--- config.mk ---
export PLATFORM = sky130hd
export DESIGN_NAME = jimmy_core
export DESIGN_NICKNAME = d
export VERILOG_FILES = /design/src/rtl/jimmy_core.sv
export SDC_FILE = /design/constraint.sdc
export NUM_CORES = 1
export LEC_CHECK = 0
export ABC_AREA = 0
export BUFFER_PORTS_ARGS = -buffer_cell sky130_fd_sc_hd__buf_2
export CAP_MARGIN = 20
export CORE_MARGIN = 2
export CORE_UTILIZATION = 56
export CTS_CLUSTER_SIZE = 30
export DETAILED_ROUTE_END_ITERATION = 12
export HOLD_SLACK_MARGIN = 0.06
export PLACE_DENSITY_LB_ADDON = 0.25
export SLEW_MARGIN = 20
export SYNTH_ARGS = -nofsm -noshare
export SYNTH_HDL_FRONTEND = slang
export SYNTH_SLANG_ARGS = --single-unit
export TNS_END_PERCENT = 100
--- constraint.sdc ---
create_clock -name jimmy_clk -period 9.1 [get_ports jimmy_clk]
set_input_delay 2.275 -clock jimmy_clk [delete_from_list [all_inputs] [get_ports jimmy_clk]]
set_output_delay 2.275 -clock jimmy_clk [all_outputs]
set_load 0.03 [all_outputs]
--- src/rtl/jimmy_core.sv ---
// jimmy_core: 8-bit, four-register teaching CPU.
// The core fetches from a synchronous program ROM. It reads input port 0 and
// drives output port 1, with a one-cycle write strobe for each output port.
// Sequence: FETCH -> DECODE (single-byte ops run here) -> FETCH2 -> EXEC2 (two-byte ops).
module jimmy_core #(
    parameter logic [7:0] RESET_VECTOR = 8'h00
) (
    input  logic       jimmy_clk,
    input  logic       reset,
    input  logic [7:0] in_port_0,
    output logic [7:0] out_port_1,
    output logic [3:0] out_strobe,
    input  logic [7:0] inst_data_bus,
    output logic [7:0] inst_address_bus
);

    localparam logic [2:0] ST_FETCH  = 3'd0;
    localparam logic [2:0] ST_DECODE = 3'd1;
    localparam logic [2:0] ST_FETCH2 = 3'd2;
    localparam logic [2:0] ST_EXEC2  = 3'd3;
    localparam logic [2:0] ST_HALT   = 3'd4;

    localparam logic [3:0] OP_NOP  = 4'h0;
    localparam logic [3:0] OP_MOV  = 4'h1;
    localparam logic [3:0] OP_ADD  = 4'h2;
    localparam logic [3:0] OP_SUB  = 4'h3;
    localparam logic [3:0] OP_AND  = 4'h4;
    localparam logic [3:0] OP_OR   = 4'h5;
    localparam logic [3:0] OP_XOR  = 4'h6;
    localparam logic [3:0] OP_LDI  = 4'h7;
    localparam logic [3:0] OP_IN   = 4'h8;
    localparam logic [3:0] OP_OUT  = 4'h9;
    localparam logic [3:0] OP_JMP  = 4'hA;
    localparam logic [3:0] OP_JZ   = 4'hB;
    localparam logic [3:0] OP_JNZ  = 4'hC;
    localparam logic [3:0] OP_JC   = 4'hD;
    localparam logic [3:0] OP_JNC  = 4'hE;
    localparam logic [3:0] OP_HALT = 4'hF;

    logic [2:0] state;
    logic [7:0] pc;
    // Only opcode and rd are needed once the instruction reaches EXEC2.
    logic [7:2] ir;
    logic [7:0] regs [4];
    logic       z_flag;
    logic       c_flag;

    logic [3:0] op;
    logic [1:0] rd;
    logic [1:0] rs;
    logic [7:0] rd_val;
    logic [7:0] rs_val;
    logic [8:0] alu_out;
    logic       two_byte;
    logic       taken;
    logic [7:0] pc_inc;

    // ALU: bit 8 is the carry for ADD and the borrow for SUB. It is zero for logic ops.
    function automatic logic [8:0] alu(input logic [3:0] f, input logic [7:0] a,
                                       input logic [7:0] b);
        case (f)
            OP_ADD:  alu = {1'b0, a} + {1'b0, b};
            OP_SUB:  alu = {1'b0, a} - {1'b0, b};
            OP_AND:  alu = {1'b0, a & b};
            OP_OR:   alu = {1'b0, a | b};
            OP_XOR:  alu = {1'b0, a ^ b};
            default: alu = {1'b0, a};
        endcase
    endfunction

    assign inst_address_bus = pc;

    // Decode the byte currently on the ROM bus, and evaluate the branch condition held in IR.
    always_comb begin
        op       = inst_data_bus[7:4];
        rd       = inst_data_bus[3:2];
        rs       = inst_data_bus[1:0];
        rd_val   = regs[rd];
        rs_val   = regs[rs];
        alu_out  = alu(op, rd_val, rs_val);
        two_byte = (op == OP_LDI) || ((op >= OP_JMP) && (op <= OP_JNC));
        pc_inc   = pc + 8'd1;
        case (ir[7:4])
            OP_JMP:  taken = 1'b1;
            OP_JZ:   taken = z_flag;
            OP_JNZ:  taken = ~z_flag;
            OP_JC:   taken = c_flag;
            OP_JNC:  taken = ~c_flag;
            default: taken = 1'b0;
        endcase
    end

    // Sequencer, register file, flags and output port. Reset wins over any instruction in progress.
    always_ff @(posedge jimmy_clk) begin
        if (reset) begin
            state      <= ST_FETCH;
            pc         <= RESET_VECTOR;
            ir         <= '0;
            z_flag     <= 1'b0;
            c_flag     <= 1'b0;
            out_port_1 <= 8'h00;
            out_strobe <= 4'b0000;
            for (int i = 0; i < 4; i++) begin
                regs[i] <= 8'h00;
            end
        end else begin
            // Strobes last one cycle unless an OUT re-arms them in DECODE.
            out_strobe <= 4'b0000;
            case (state)
                ST_FETCH: begin
                    state <= ST_DECODE;
                end
                ST_DECODE: begin
                    ir <= inst_data_bus[7:2];
                    if (op == OP_HALT) begin
                        // PC stays on the HALT byte, so the address bus freezes there.
                        state <= ST_HALT;
                    end else begin
                        pc    <= pc_inc;
                        state <= two_byte ? ST_FETCH2 : ST_FETCH;
                        case (op)
                            OP_MOV: regs[rd] <= rs_val;
                            OP_ADD, OP_SUB, OP_AND, OP_OR, OP_XOR: begin
                                regs[rd] <= alu_out[7:0];
                                z_flag   <= (alu_out[7:0] == 8'h00);
                                c_flag   <= alu_out[8];
                            end
                            OP_IN:  regs[rd] <= (rs == 2'd0) ? in_port_0 : 8'h00;
                            OP_OUT: begin
                                out_strobe <= 4'b0001 << rd;
                                if (rd == 2'd1) begin
                                    out_port_1 <= rs_val;
                                end
                            end
                            default: ;
                        endcase
                    end
                end
                ST_FETCH2: begin
                    state <= ST_EXEC2;
                end
                ST_EXEC2: begin
                    state <= ST_FETCH;
                    if (ir[7:4] == OP_LDI) begin
                        regs[ir[3:2]] <= inst_data_bus;
                        pc            <= pc_inc;
                    end else begin
                        pc <= taken ? inst_data_bus : pc_inc;
                    end
                end
                ST_HALT: begin
                    state <= ST_HALT;
                end
                default: begin
                    state <= ST_FETCH;
                end
            endcase
        end
    end

endmodule

==> results.md <==
Flow run:
- The max-capacitance violation count is 0.

Routing:
- The total routed wirelength is 10900 um.
- In this run the remaining antenna-violating nets after routing total 0.
- The number of remaining DRC errors is 0.
- The first-iteration detailed-routing DRC count is 309.
- The first TritonRoute pass finished after 5 iterations.
- The via-per-instance ratio is 6.27.
- The wire length per cell after detailed routing is 18.1 um.
- The number of vias in the routed layout is 3776.

STA:
- The pin slew with the least headroom to its limit is 0.911 ns.
- The clock tree skew after final layout is 0.0100 ns.
- The fmax is 169 MHz.
- The post-route setup TNS is 0 ns.
- In this run the tightest slew margin relative to its limit is 39.3%.
- Dividing the final minimum period by the clock period gives 65.0%.
- The number of hold-slack violations in the final timing report is 0.
- The final max-slew violation count was 0.
- Setup violations remaining at the end of the flow were counted as 0.
- Setup repair after global routing left no endpoint under its margin.
- After layout, the minimum clock period comes to 5.91 ns.
- Hold is met by 0.487 ns.

Setup path:
- STA puts the critical path data required time at 9.16 ns.
- The type of destination of the critical path is a flip-flop.
- Measured in cells, the most critical reg-to-reg path has a length of 13.
- The critical path start-end classification is in2reg.
- The critical register-to-register path startpoint is regs[2][0]$_SDFFCE_PN0P_.
- The data arrival time at the worst-slack endpoint is 5.97 ns.
- The endpoint of the lowest-slack register-to-register path is regs[2][6]$_SDFFCE_PN0P_.
- The highest fanout seen on the critical path is 13.
- The kind of launch point of the worst setup path is an input port.
- The worst register-to-register path has a setup slack of 5.12 ns.

Global routing:
- In the global route stage, overall resource usage came out at 27.1%.
- The met3 capacity usage during global routing is 5.26%.
- The layer with the highest usage is met2.
- For met2 alone, demand over resource in global routing was 43.5%.
- The via count of the first global-routing pass was 3578.
- In the global route stage, met1 resource usage came out at 35.7%.
- Entering global routing, the biggest net connects 33 pins.
- The first global-routing pass estimated 17600 um of wire.
- The overflow left after global routing is 0.
- The number of antenna violations at the first check in global routing is 0.

Clock tree:
- The number of CTS-inserted buffers is 9.
- The clock network latency to the later pin of the worst-skew pair is 0.35 ns.
- After clock tree synthesis, the clock-pin slew on the worst setup and hold paths is 0.07 ns.
- The number of hold buffers added after CTS was 0.
- Post-CTS repair changed the size of 0 cells.
- The buffer type at the clock tree root is sky130_fd_sc_hd__clkbuf_8.
- The count of clock tree sinks is 63.
- The maximum level of the CTS H-tree is 3.
- The number of buffers added for setup after CTS is 0.
- The deepest clock path buffer count is 2.
- TritonCTS built the clock tree.

Synthesis:
- After Yosys synthesis, full adders, half adders and majority gates account for 8.02% of the synthesized area.
- In this run, synthesis inferred 32 flip-flops with an integrated enable.
- The area share of the leading cell type in the synthesized netlist is 22.3%.
- The cell area that synthesis handed to floorplanning was 4310 sq um.
- The synthesized instance count is 474.
- The dominant register cell in the synthesized netlist is sky130_fd_sc_hd__edfxtp_1.
- After synthesis, the largest family of logic cells by area is simple AND/OR/NAND/NOR gates.
- Yosys printed 0 warnings.
- The library cell occupying the most area in the post-synthesis netlist is sky130_fd_sc_hd__edfxtp_1.
- The synthesized netlist devotes 18.8% of its cell area to simple gates.
- The proportion of synthesized area in mux cells is 12.1%.
- The post-synthesis net count is 519.
- The number of storage elements in the synthesis netlist is 63.
- Counting distinct cell types in the post-synthesis netlist gives 60.
- In the post-synthesis netlist, the biggest area contributors are sky130_fd_sc_hd__edfxtp_1 (22%), sky130_fd_sc_hd__dfxtp_1 (14%), sky130_fd_sc_hd__mux4_2 (8.4%), sky130_fd_sc_hd__ha_1 (7.6%), sky130_fd_sc_hd__nor2_1 (6.5%).
- Sequential elements use 36.7% of the synthesized area.
- A synthesized cell averages 9.08 sq um.
- After Yosys synthesis, XOR and XNOR cells account for 2.24% of the synthesized area.
- In the synthesized netlist the async set-or-reset flop fraction comes to 0%.
- The share of the synthesized area in compound gates (AO/OA/AOI/OAI) is 16.4%.

Power and ir drop:
- Cell internal power was estimated by the tool at 0.482 mW.
- Combinational logic burns 24.6% of the power.
- Sequential cells burn 45.1% of the power.
- The switching power share of the total is 31.4%.
- For this design the static power due to leakage is 1.88 nW.
- In this run the power density over the cells is 150 nW/um^2.
- Summed over all nets, the switching power comes to 0.221 mW.
- The maximum ir drop on the vdd rail is 0.118 mV.
- Total power for the finished layout comes to 0.702 mW.
- Per report_power, the clock group accounts for 30.3% of the total.

Final layout:
- The area growth from synthesis to final layout is 8.81%.
- For this run, the share of the core covered by cells in the final layout is 63.9%.
- The post-layout net count is 543.
- The number of diodes added for antenna fixing is 0.
- The final instance count without filler cells is 602.
- The top cell types in the final layout, fill and taps aside, are sky130_fd_sc_hd__nor2_1 (74), sky130_fd_sc_hd__a21oi_1 (45), sky130_fd_sc_hd__buf_2 (37).
- The layout has 655 filler cells.
- The ratio of cells with drive above 1 in the final layout is 16.5%.
- Leaving out fill and tap cells, the most frequent cell in the layout is sky130_fd_sc_hd__nor2_1.

Floorplan:
- The initial core utilization is 58.7%.
- The die is 91.7 um wide.
- The die covers 8410 sq um.
- The floorplan has 31 rows.
- From bottom edge to top edge, the die measures 91.7 um.
- 38 I/O pins were placed.
- The total area inside the core boundary comes to 7330 sq um.

Placement:
- The number of cells after detailed placement is 586.
- Once detailed placement completed, the half-perimeter wirelength came to 7860 um.
- Buffers placed on the I/O ports in this run total 37.
- At the end of routability-driven placement, the weighted congestion stood at 0.942.

Min path:
- The class of the tightest hold or removal check is reg2reg.
- The origin of the worst min-delay path is out_port_1[7]$_SDFFE_PP0P_.
- The worst hold path terminates at out_port_1[7]$_SDFFE_PP0P_.
- The number of instances on the worst hold path is 2.

Outcome:
- The run finished with clean final reports.
worst max-delay path by stage:
stage	from	endpoint	slack (ns)	depth (start not counted)
2_1_floorplan	inst_data_bus[0]	regs[2][6]$_SDFFCE_PN0P_	3.59	15
3_3_place_gp	inst_data_bus[0]	regs[2][6]$_SDFFCE_PN0P_	3.12	14
3_5_place_dp	inst_data_bus[0]	regs[2][6]$_SDFFCE_PN0P_	2.89	14
4_1_cts	inst_data_bus[0]	regs[2][6]$_SDFFCE_PN0P_	3.27	14
5_1_grt	inst_data_bus[0]	regs[2][6]$_SDFFCE_PN0P_	2.94	14
6_report	inst_data_bus[0]	regs[2][6]$_SDFFCE_PN0P_	3.19	14
power groups by stage:
stage | Sequential (mW) | Combinational (mW) | Clock (mW)
after floorplan | 0.322 | 0.130 | 0
after global placement | 0.322 | 0.167 | 0
after detailed placement | 0.323 | 0.170 | 0
after CTS | 0.316 | 0.171 | 0.216
after global routing | 0.318 | 0.191 | 0.227
final | 0.316 | 0.173 | 0.213
metal layers:
layer	vias to the layer above	part of all wire (%)	wire length, um
met5	-	0	0
met4	0	2.7	290
met3	24	7.3	796
met2	163	48	5280
met1	1814	42	4550
li1	1775	-	-
synthesized netlist by cell type, types with 6 or more instances:
master and count:
sky130_fd_sc_hd__a21oi_1 45, sky130_fd_sc_hd__edfxtp_1 32, sky130_fd_sc_hd__dfxtp_1 31, sky130_fd_sc_hd__mux4_2 16
sky130_fd_sc_hd__mux2i_1 14, sky130_fd_sc_hd__o21ai_0 16, sky130_fd_sc_hd__nand2_1 24, sky130_fd_sc_hd__nor3_1 12
sky130_fd_sc_hd__inv_1 30, sky130_fd_sc_hd__o21ai_1 8, sky130_fd_sc_hd__nand2b_1 6, sky130_fd_sc_hd__clkbuf_1 19
sky130_fd_sc_hd__and3_1 9, sky130_fd_sc_hd__ha_1 26, sky130_fd_sc_hd__a221oi_1 7, sky130_fd_sc_hd__nand3_1 13
sky130_fd_sc_hd__xnor2_1 8, sky130_fd_sc_hd__nor2_1 74
registers in the layout, summed over array words and instances, names as in the netlist:
register          flops
z_flag                1
out_strobe            4
regs                 32
state                 3
inst_address_bus      8
out_port_1            8
c_flag                1
ir                    6
worst max-delay path, cell delays in order:
cell	delay [ns]
sky130_fd_sc_hd__buf_2	0.33
sky130_fd_sc_hd__mux4_2	0.63
sky130_fd_sc_hd__inv_1	0.14
sky130_fd_sc_hd__ha_1	0.21
sky130_fd_sc_hd__a31oi_1	0.10
sky130_fd_sc_hd__xnor2_1	0.14
sky130_fd_sc_hd__ha_1	0.34
sky130_fd_sc_hd__a21o_1	0.24
sky130_fd_sc_hd__a221oi_1	0.48
sky130_fd_sc_hd__xnor2_1	0.12
sky130_fd_sc_hd__a21oi_1	0.23
sky130_fd_sc_hd__a21oi_1	0.11
sky130_fd_sc_hd__a221oi_1	0.50
sky130_fd_sc_hd__nor2_1	0.13
stage by stage:
stage | worst slack [ns] | instance area (sq um)
after floorplan | 3.59 | 4310
final | 3.19 | 4680
after global routing | 2.94 | 4680
after global placement | 3.12 | 4520
after CTS | 3.27 | 4680
after detailed placement | 2.89 | 4520
kinds of logic after synthesis:
family / after synthesis
mux: 32
xor+xnor: 11
buf+inv: 60
compound gates: 113
simple gates: 168
flops: 63
fa+ha+maj: 27
layout make-up:
cell class,instances,area (sq um),share of cell area (%)
tap,99,124,2.64
clock buffer,12,145,3.10
timing repair buffer,39,200,4.27
sequential,63,1580,33.8
clock inverter,4,21.3,0.454
inverter,34,128,2.72
multi-input combinational,351,2480,53.0
(Power assumes the default switching activity.)
